==> config.mk <==
export PLATFORM = sky130hd
export DESIGN_NAME = nfc_link_ctrl
export DESIGN_NICKNAME = d
export VERILOG_FILES = /design/src/rtl/nfc_link_ctrl.sv
export SDC_FILE = /design/constraint.sdc
export NUM_CORES = 1
export LEC_CHECK = 0
export CORE_ASPECT_RATIO = 1.25
export CORE_MARGIN = 10
export CORE_UTILIZATION = 50
export DETAILED_ROUTE_END_ITERATION = 7
export PLACE_DENSITY = 0.77
export SYNTH_ARGS = -nofsm -noshare
export SYNTH_HDL_FRONTEND = slang
export SYNTH_SLANG_ARGS = --single-unit
==> constraint.sdc <==
create_clock -name clk -period 3.3 [get_ports clk]
set_input_delay 0.33 -clock clk [delete_from_list [all_inputs] [get_ports clk]]
set_output_delay 0.33 -clock clk [all_outputs]
set_load 0.01 [all_outputs]
==> src/rtl/nfc_link_ctrl.sv <==
// nfc_link_ctrl: half-duplex NFC link arbiter and framer.
// Grants one side per frame (reader=tx, tag=rx) with round-robin arbitration,
// keeps both lines quiet for a guard interval, then sends the latched payload
// LSB first, one bit per BIT_CYCLES-cycle slot, as on-off keying. The far
// side's demodulated envelope is sampled at mid-slot into a capture register.
// Optional feature macro: NFC_PARITY_EN (appends an odd-parity ninth slot and
// reports a parity mismatch on recv_err).
// Ports:
//   clk, rst                 clock, asynchronous active-low reset
//   tx_req/rx_req, *_data    frame requests and payloads (payload sampled at grant)
//   tx_ack/rx_ack            one-cycle pulse at end of the granted frame
//   tx_send/rx_send          OOK line drive
//   tx_recv/rx_recv          demodulated envelopes from the link
//   recv_data/dir/err/valid  capture result of the last frame (valid pulses)
//   busy                     high whenever not idle
module nfc_link_ctrl #(
  parameter int unsigned BIT_CYCLES   = 64,
  parameter int unsigned GUARD_CYCLES = 16
) (
  input  logic       clk,
  input  logic       rst,
  input  logic       tx_req,
  input  logic       rx_req,
  input  logic [7:0] tx_data,
  input  logic [7:0] rx_data,
  output logic       tx_ack,
  output logic       rx_ack,
  output logic       tx_send,
  output logic       rx_send,
  input  logic       tx_recv,
  input  logic       rx_recv,
  output logic [7:0] recv_data,
  output logic       recv_valid,
  output logic       recv_dir,
  output logic       recv_err,
  output logic       busy
);

  localparam logic [1:0] S_IDLE  = 2'd0;
  localparam logic [1:0] S_GUARD = 2'd1;
  localparam logic [1:0] S_SEND  = 2'd2;
  localparam logic [1:0] S_DONE  = 2'd3;

`ifdef NFC_PARITY_EN
  localparam int unsigned NBITS = 9;
`else
  localparam int unsigned NBITS = 8;
`endif

  localparam int unsigned CNT_MAX = (BIT_CYCLES > GUARD_CYCLES) ? BIT_CYCLES : GUARD_CYCLES;
  localparam int unsigned CNT_W   = $clog2(CNT_MAX);
  localparam logic [CNT_W-1:0] GUARD_LAST = CNT_W'(GUARD_CYCLES - 1);
  localparam logic [CNT_W-1:0] SLOT_LAST  = CNT_W'(BIT_CYCLES - 1);
  localparam logic [CNT_W-1:0] SLOT_MID   = CNT_W'(BIT_CYCLES / 2);
  localparam logic [3:0]       BIT_LAST   = 4'(NBITS - 1);

  logic [1:0]       state_q, state_d;
  logic [CNT_W-1:0] cnt_q, cnt_d;
  logic [3:0]       bit_q, bit_d;
  logic             dir_q, dir_d;     // granted side: 0 = tx, 1 = rx
  logic             last_q, last_d;   // side granted most recently
  logic [8:0]       shift_q, shift_d; // outgoing frame, bit 0 is on the line
  logic [7:0]       cap_q, cap_d;
  logic             par_q, par_d;
  logic             grant_rx_c;
  logic [7:0]       payload_c;
  logic             far_in_c;

  logic       tx_send_d, rx_send_d, tx_ack_d, rx_ack_d, recv_valid_d;
  logic       recv_dir_d, recv_err_d, busy_d;
  logic [7:0] recv_data_d;

  // Next-state, datapath and registered-output computation.
  always_comb begin
    state_d      = state_q;
    cnt_d        = cnt_q;
    bit_d        = bit_q;
    dir_d        = dir_q;
    last_d       = last_q;
    shift_d      = shift_q;
    cap_d        = cap_q;
    par_d        = par_q;
    tx_ack_d     = 1'b0;
    rx_ack_d     = 1'b0;
    recv_valid_d = 1'b0;
    recv_data_d  = recv_data;
    recv_dir_d   = recv_dir;
    recv_err_d   = recv_err;
    // On a tie, serve the side that was not served last.
    grant_rx_c   = rx_req & (~tx_req | ~last_q);
    payload_c    = grant_rx_c ? rx_data : tx_data;
    far_in_c     = dir_q ? tx_recv : rx_recv;

    case (state_q)
      S_IDLE: begin
        if (tx_req || rx_req) begin
          dir_d   = grant_rx_c;
          last_d  = grant_rx_c;
`ifdef NFC_PARITY_EN
          shift_d = {~(^payload_c), payload_c};
`else
          shift_d = {1'b0, payload_c};
`endif
          cap_d   = 8'h00;
          par_d   = 1'b0;
          cnt_d   = '0;
          bit_d   = 4'd0;
          state_d = S_GUARD;
        end
      end
      S_GUARD: begin
        if (cnt_q == GUARD_LAST) begin
          cnt_d   = '0;
          state_d = S_SEND;
        end else begin
          cnt_d = cnt_q + CNT_W'(1);
        end
      end
      S_SEND: begin
        if (cnt_q == SLOT_MID) begin
`ifdef NFC_PARITY_EN
          if (bit_q == BIT_LAST) par_d = far_in_c;
          else                   cap_d = {far_in_c, cap_q[7:1]};
`else
          cap_d = {far_in_c, cap_q[7:1]};
`endif
        end
        if (cnt_q == SLOT_LAST) begin
          cnt_d   = '0;
          shift_d = shift_q >> 1;
          if (bit_q == BIT_LAST) begin
            bit_d   = 4'd0;
            state_d = S_DONE;
          end else begin
            bit_d = bit_q + 4'd1;
          end
        end else begin
          cnt_d = cnt_q + CNT_W'(1);
        end
      end
      S_DONE: state_d = S_IDLE;
      default: state_d = S_IDLE;
    endcase

    // Outputs are registered from next-state so they line up with the state.
    tx_send_d = (state_d == S_SEND) & ~dir_d & shift_d[0];
    rx_send_d = (state_d == S_SEND) &  dir_d & shift_d[0];
    busy_d    = (state_d != S_IDLE);
    if (state_q == S_SEND && state_d == S_DONE) begin
      tx_ack_d     = ~dir_q;
      rx_ack_d     = dir_q;
      recv_valid_d = 1'b1;
      recv_data_d  = cap_q;
      recv_dir_d   = dir_q;
`ifdef NFC_PARITY_EN
      recv_err_d   = ~(^{par_q, cap_q});
`else
      recv_err_d   = 1'b0;
`endif
    end
  end

  // State, datapath and output registers.
  always_ff @(posedge clk or negedge rst) begin
    if (!rst) begin
      state_q    <= S_IDLE;
      cnt_q      <= '0;
      bit_q      <= 4'd0;
      dir_q      <= 1'b0;
      last_q     <= 1'b1;
      shift_q    <= 9'd0;
      cap_q      <= 8'h00;
      par_q      <= 1'b0;
      tx_send    <= 1'b0;
      rx_send    <= 1'b0;
      tx_ack     <= 1'b0;
      rx_ack     <= 1'b0;
      recv_valid <= 1'b0;
      recv_data  <= 8'h00;
      recv_dir   <= 1'b0;
      recv_err   <= 1'b0;
      busy       <= 1'b0;
    end else begin
      state_q    <= state_d;
      cnt_q      <= cnt_d;
      bit_q      <= bit_d;
      dir_q      <= dir_d;
      last_q     <= last_d;
      shift_q    <= shift_d;
      cap_q      <= cap_d;
      par_q      <= par_d;
      tx_send    <= tx_send_d;
      rx_send    <= rx_send_d;
      tx_ack     <= tx_ack_d;
      rx_ack     <= rx_ack_d;
      recv_valid <= recv_valid_d;
      recv_data  <= recv_data_d;
      recv_dir   <= recv_dir_d;
      recv_err   <= recv_err_d;
      busy       <= busy_d;
    end
  end

endmodule

Word level (Yosys, flattened, before mapping)
Cells that the tools add are included.
{"block": "classes", "add_sub_neg": 2, "n_mul": 0, "n_div": 0, "magnitude_cmp": 0, "n_eq_ne": 12, "n_shift": 0, "n_mux": 26, "bitwise_logic": 10, "reduce_logical": 10}
{"operator": "$mux 8", "count": 3}
{"operator": "$mux 6", "count": 3}
{"operator": "$mux 9", "count": 2}
{"operator": "$pmux 6 s3", "count": 1}
{"operator": "$pmux 9 s2", "count": 1}
{"operator": "$pmux 8 s2", "count": 1}
{"operator": "$eq 6x6->1 const B", "count": 2}
{"operator": "$mux 4", "count": 3}
{"operator": "$eq 2x2->1 const B", "count": 4}
{"operator": "$mux 2", "count": 4}
{"operator": "$pmux 2 s4", "count": 1}
{"operator": "$pmux 4 s2", "count": 1}
{"operator": "$add 6x1->6 const B", "count": 1}
{"operator": "$eq 6x4->1 const B", "count": 1}
{"operator": "$mux 1", "count": 6}
{"operator": "$ne 2x2->1 const B", "count": 3}
{"operator": "$reduce_and 3->1", "count": 2}
{"operator": "$and 1x1->1", "count": 5}
{"operator": "$add 4x1->4 const B", "count": 1}
{"operator": "$eq 4x3->1 const B", "count": 1}
{"operator": "$not 1->1", "count": 4}
{"operator": "$reduce_and 2->1", "count": 2}
{"operator": "$reduce_bool 2->1", "count": 2}
{"operator": "$reduce_bool 3->1", "count": 1}
{"operator": "5 further kinds", "count": 5}
{"block": "totals", "reg_bits": 46, "latchBits": 0, "ramBits": 0, "rom_bits": 0, "output_inout_bits": 16, "mem_count": 0}

Depth between registers and ports, before layout
{"block": "logic_depth", "depth_word": 8, "ltp_mapped": 8, "mapped_depth_nobuf": 6}

Least setup slack after synthesis
No wires, ideal clock.
{"block": "synth_path", "path_type": "register -> register", "from": "register state_q[0]", "to": "register recv_data[0]", "arrival_time_ns": 1.926, "required_ns": 3.175, "setup_slack_ns": 1.249, "stages_incl_launch_ff": 8, "path_buffers": 1, "period_less_slack_ns": 2.051, "path_cell_list": "dfrtp_1 -> inv_1 -> ha_1 -> nand3_1 -> o311a_1 -> a211oi_4 -> buf_6 -> mux2_4"}
{"block": "synth_via", "elab_chain_cells": 5, "word_cells_on_any_way": 11, "classes_between": "eq/ne: 4; mux: 5; reduce/logical: 2"}
{"item": "from (decl)", "line_no": "57", "source": "logic [1:0] state_q, state_d;"}
{"item": "from (signal assigned)", "line_no": "184", "source": "state_q <= state_d;"}
{"item": "$mux 2", "line_no": "131", "source": "if (bit_q == BIT_LAST) begin"}
{"item": "$mux 2", "line_no": "128", "source": "if (cnt_q == SLOT_LAST) begin"}
{"item": "$pmux 2 s4", "line_no": "94", "source": "case (state_q)"}
{"item": "$eq 2x2->1", "line_no": "149", "source": "if (state_q == S_SEND && state_d == S_DONE) begin"}
{"item": "$logic_and 1x1->1 (*)", "line_no": "149"}
{"item": "to (signal assigned)", "line_no": "197", "source": "recv_data <= recv_data_d;"}
{"item": "to (decl)", "line_no": "32", "source": "output logic [7:0] recv_data,"}
Every way passes the cells marked *; elsewhere a longest branch is shown, timed or not.
A chain may end at the register's enable or synchronous reset.

Worst setup path in the final report
{"block": "layout_path", "from": "register state_q[1]", "to": "register recv_data[7]"}
The elaborated chain is that of the path after synthesis.

==> summary.txt <==
Status
  – Status: finished, final reports clean

Yosys
  – Net Count, Synth: 238
  – Synthesized area: 2327 sq um
  – Avg Inst Size Synth: 11.14 sq um
  – Post-Syn Instances: 209
  – Ys flop type: dfrtp_1
  – Post-synthesis sequential area ratio: 48.44%
  – Cell variety after synth: 50
  – Synth warnings: 0
  – Register bit total from synthesis: 45
  – Post-synth ARST share: 100.0%
  – Post-synth EDFFs: 0

Worst setup path
  – Worst path max stage delay: 0.64 ns
  – Critical Path AT: 2.85 ns
  – CP cell instances: inv_1 > ha_1 > nand4bb_1 > o311a_1 > a211oi_4 > mux2_2
  – WP buf/inv: 1
  – Crit. End Element: register
  – Cell family with most CP delay: compound AO/OA/AOI/OAI gates
  – CP Launch Type: register
  – WP data required: 3.48 ns
  – Critical path fanouts, max: 13
  – R2R cell count: 6
  – Crit-path slowest cell: a211oi_4
  – Crit path kind: reg2reg
  – Stages on the worst setup path: 6

Die
  – Initial Util: 52.19%
  – Core Region: 4459 sq um
  – Die Ht: 96.28 microns
  – Area of the die: 7800 sq um
  – Die Width: 81.02 microns
  – Rows: 27
  – IO Pins: 38

Pwr
  – Sw frac: 18.96%
  – Reported net switching power: 0.0001933 W
  – P_leak: 1.230 nW
  – Int Power: 0.0008259 W
  – Combinational share of power: 4.9%
  – Power Density: 359.1 nW/um^2
  – Clock share of power: 40.9%
  – Worst ir drop on vdd: 0.2841 mV
  – Total power: 0.001019 W
  – Power share of the sequential group: 54.2%

STA
  – Final Setup Violations: 0
  – Setup TNS: 0 ns
  – RSZ-0062 raised after global routing: false
  – Final hold vios: 0
  – Tmin final: 2.675 ns
  – Clock Skews: 0.004641 ns
  – Max Slew Vio Count: 0
  – Slew margin rel.: 34.30%
  – Peak Freq: 373.8 MHz
  – Hold WS: 0.2017 ns
  – Fin crit share: 81.07%
  – Slew at the pin closest to its max-slew limit: 0.9856 ns

Drt
  – DRC violations left: 0
  – DRT iter0 DRCs: 129
  – Per-cell routed wire length: 16.20 microns
  – Pre-Repair DR Iteration Count: 4
  – Final wirelength: 4924 microns
  – Vias: 1759
  – ANT nets after route: 0
  – Via/cell ratio: 5.786

CTS
  – CTS tree: done
  – CTS hold repair buffers: 0
  – Root Buffer: clkbuf_8
  – Post_cts resized: 0
  – Clock Path Buffers: 2
  – Clock net sink count: 45
  – CTS clk-pin slew, worst paths: 0.08 ns
  – Post-CTS Setup Repair Bufs: 0
  – Inserted Clock Buffers: 5
  – Worst-Skew Late Latency: 0.29 ns
  – H-Tree Depth: 2

Finish
  – Number of fill cells: 384
  – Most common library cell in the layout ignoring fill and taps: dfrtp_1
  – Reg area: 1127 sq um
  – Antenna diodes: 0
  – Area of the multi-input gates: 1095 sq um
  – Post-Layout Cell Count: 304
  – Area growth, synth to finish: 21.94%
  – Nets: 274
  – Commonest cells after routing, fill and taps aside: 44 x dfrtp_1, 35 x clkdlybuf4s50_1, 17 x nand2_1, 15 x o21ai_0, 12 x mux2i_1
  – Layout cell share with drive strength beyond 1: 13.82%

Run
  – MaxCap Viol Count: 0

Placement
  – Placed cells: 296
  – Post-DP HPWL: 3638 microns
  – Port Buffer Count: 36
  – GP Congestion: 0.9269

Global route
  – Total global-route track usage: 13.04%
  – Largest net degree at the start of global routing: 46
  – First-pass GRT wire length: 8231 microns
  – Congestion Overflow GR: 0
  – Vias in the first global route: 1775
  – Initial antenna violation count: 0

Hold path
  – Hold Crit Class: in2async
final timing paths:
kind / start / to / slack (ns)
max in group asynchronous: rst / cnt_q[4]$_DFFE_PN0P_ / 2.49
min in group clk: cap_q[3]$_DFFE_PN0P_ / recv_data[3]$_DFFE_PN0P_ / 0.51
min reg2reg: cap_q[3]$_DFFE_PN0P_ / recv_data[3]$_DFFE_PN0P_ / 0.51
max reg2reg: state_q[1]$_DFF_PN0_ / recv_data[7]$_DFFE_PN0P_ / 0.62
max: state_q[1]$_DFF_PN0_ / recv_data[7]$_DFFE_PN0P_ / 0.62
min: rst / recv_data[0]$_DFFE_PN0P_ / 0.20
sequential cells by signal, summed over array words and instances, names as in the netlist, 2 cells and up:
signal     count
cap_q          8
cnt_q          6
bit_q          4
state_q        2
shift_q        8
recv_data      8
routing by layer:
metal / share of wire (%) / GRT usage, % / vias up / wire length, microns
li1: - / - / 839 / -
met1: 41 / 15.39 / 869 / 2040
met2: 52 / 22.27 / 49 / 2544
met3: 6.3 / 3.731 / 2 / 309
met4: 0.63 / 4.191 / 0 / 31
met5: 0 / 0 / - / 0
logic make-up after synthesis:
| logic type | count (synthesis) | share of synthesized area, % |
|---|---|---|
| flops | 45 | 48.44 |
| compound gates | 57 | 18.66 |
| fa+ha+maj | 7 | 3.763 |
| simple gates | 51 | 11.40 |
| other cells | 1 | 0.1611 |
| mux | 26 | 13.06 |
| buf+inv | 22 | 4.516 |
power groups by stage:
stage / Clock [W] / Combinational [W] / Sequential [W]
global placement: 0 / 0.0000502 / 0.000563
finish: 0.000417 / 0.0000500 / 0.000552
global route: 0.000451 / 0.0000549 / 0.000552
detailed placement: 0 / 0.0000503 / 0.000563
floorplan: 0 / 0.0000125 / 0.000563
CTS: 0.000433 / 0.0000508 / 0.000552
per-stage QoR:
stage               utilization (%)  area, sq um  setup slack [ns]
floorplan                         -         2327             1.249
global placement              61.03         2721            0.7234
detailed placement            61.03         2721            0.6305
CTS                           63.64         2838            0.6150
global route                  63.64         2838            0.4684
finish                        63.64         2838            0.6248
cell usage after synthesis (4+ instances only):
master     count  share of area, %
mux2_2         7               3.4
clkbuf_1       4              0.64
o21ai_0       15               3.2
mux2i_1       12               5.2
dfrtp_1       44                47
inv_1         10               1.6
o41ai_1        4               1.5
ha_1           7               3.8
o2bb2ai_1      5               1.9
mux2_4         7               4.5
o31ai_1        5               1.6
nor2_1         8               1.3
nand2_1       17               2.7
nand3_1        6               1.3
layout make-up:
cell class              instances  area share [%]
well taps                      58           2.557
flip-flops and latches         45           39.73
clock inverters                 1           1.058
clock buffers                   7           3.042
repair buffers                 40           13.58
multi-input cells             142           38.58
inverters                      11           1.455
Note: power is estimated with default switching activity, not from simulation.
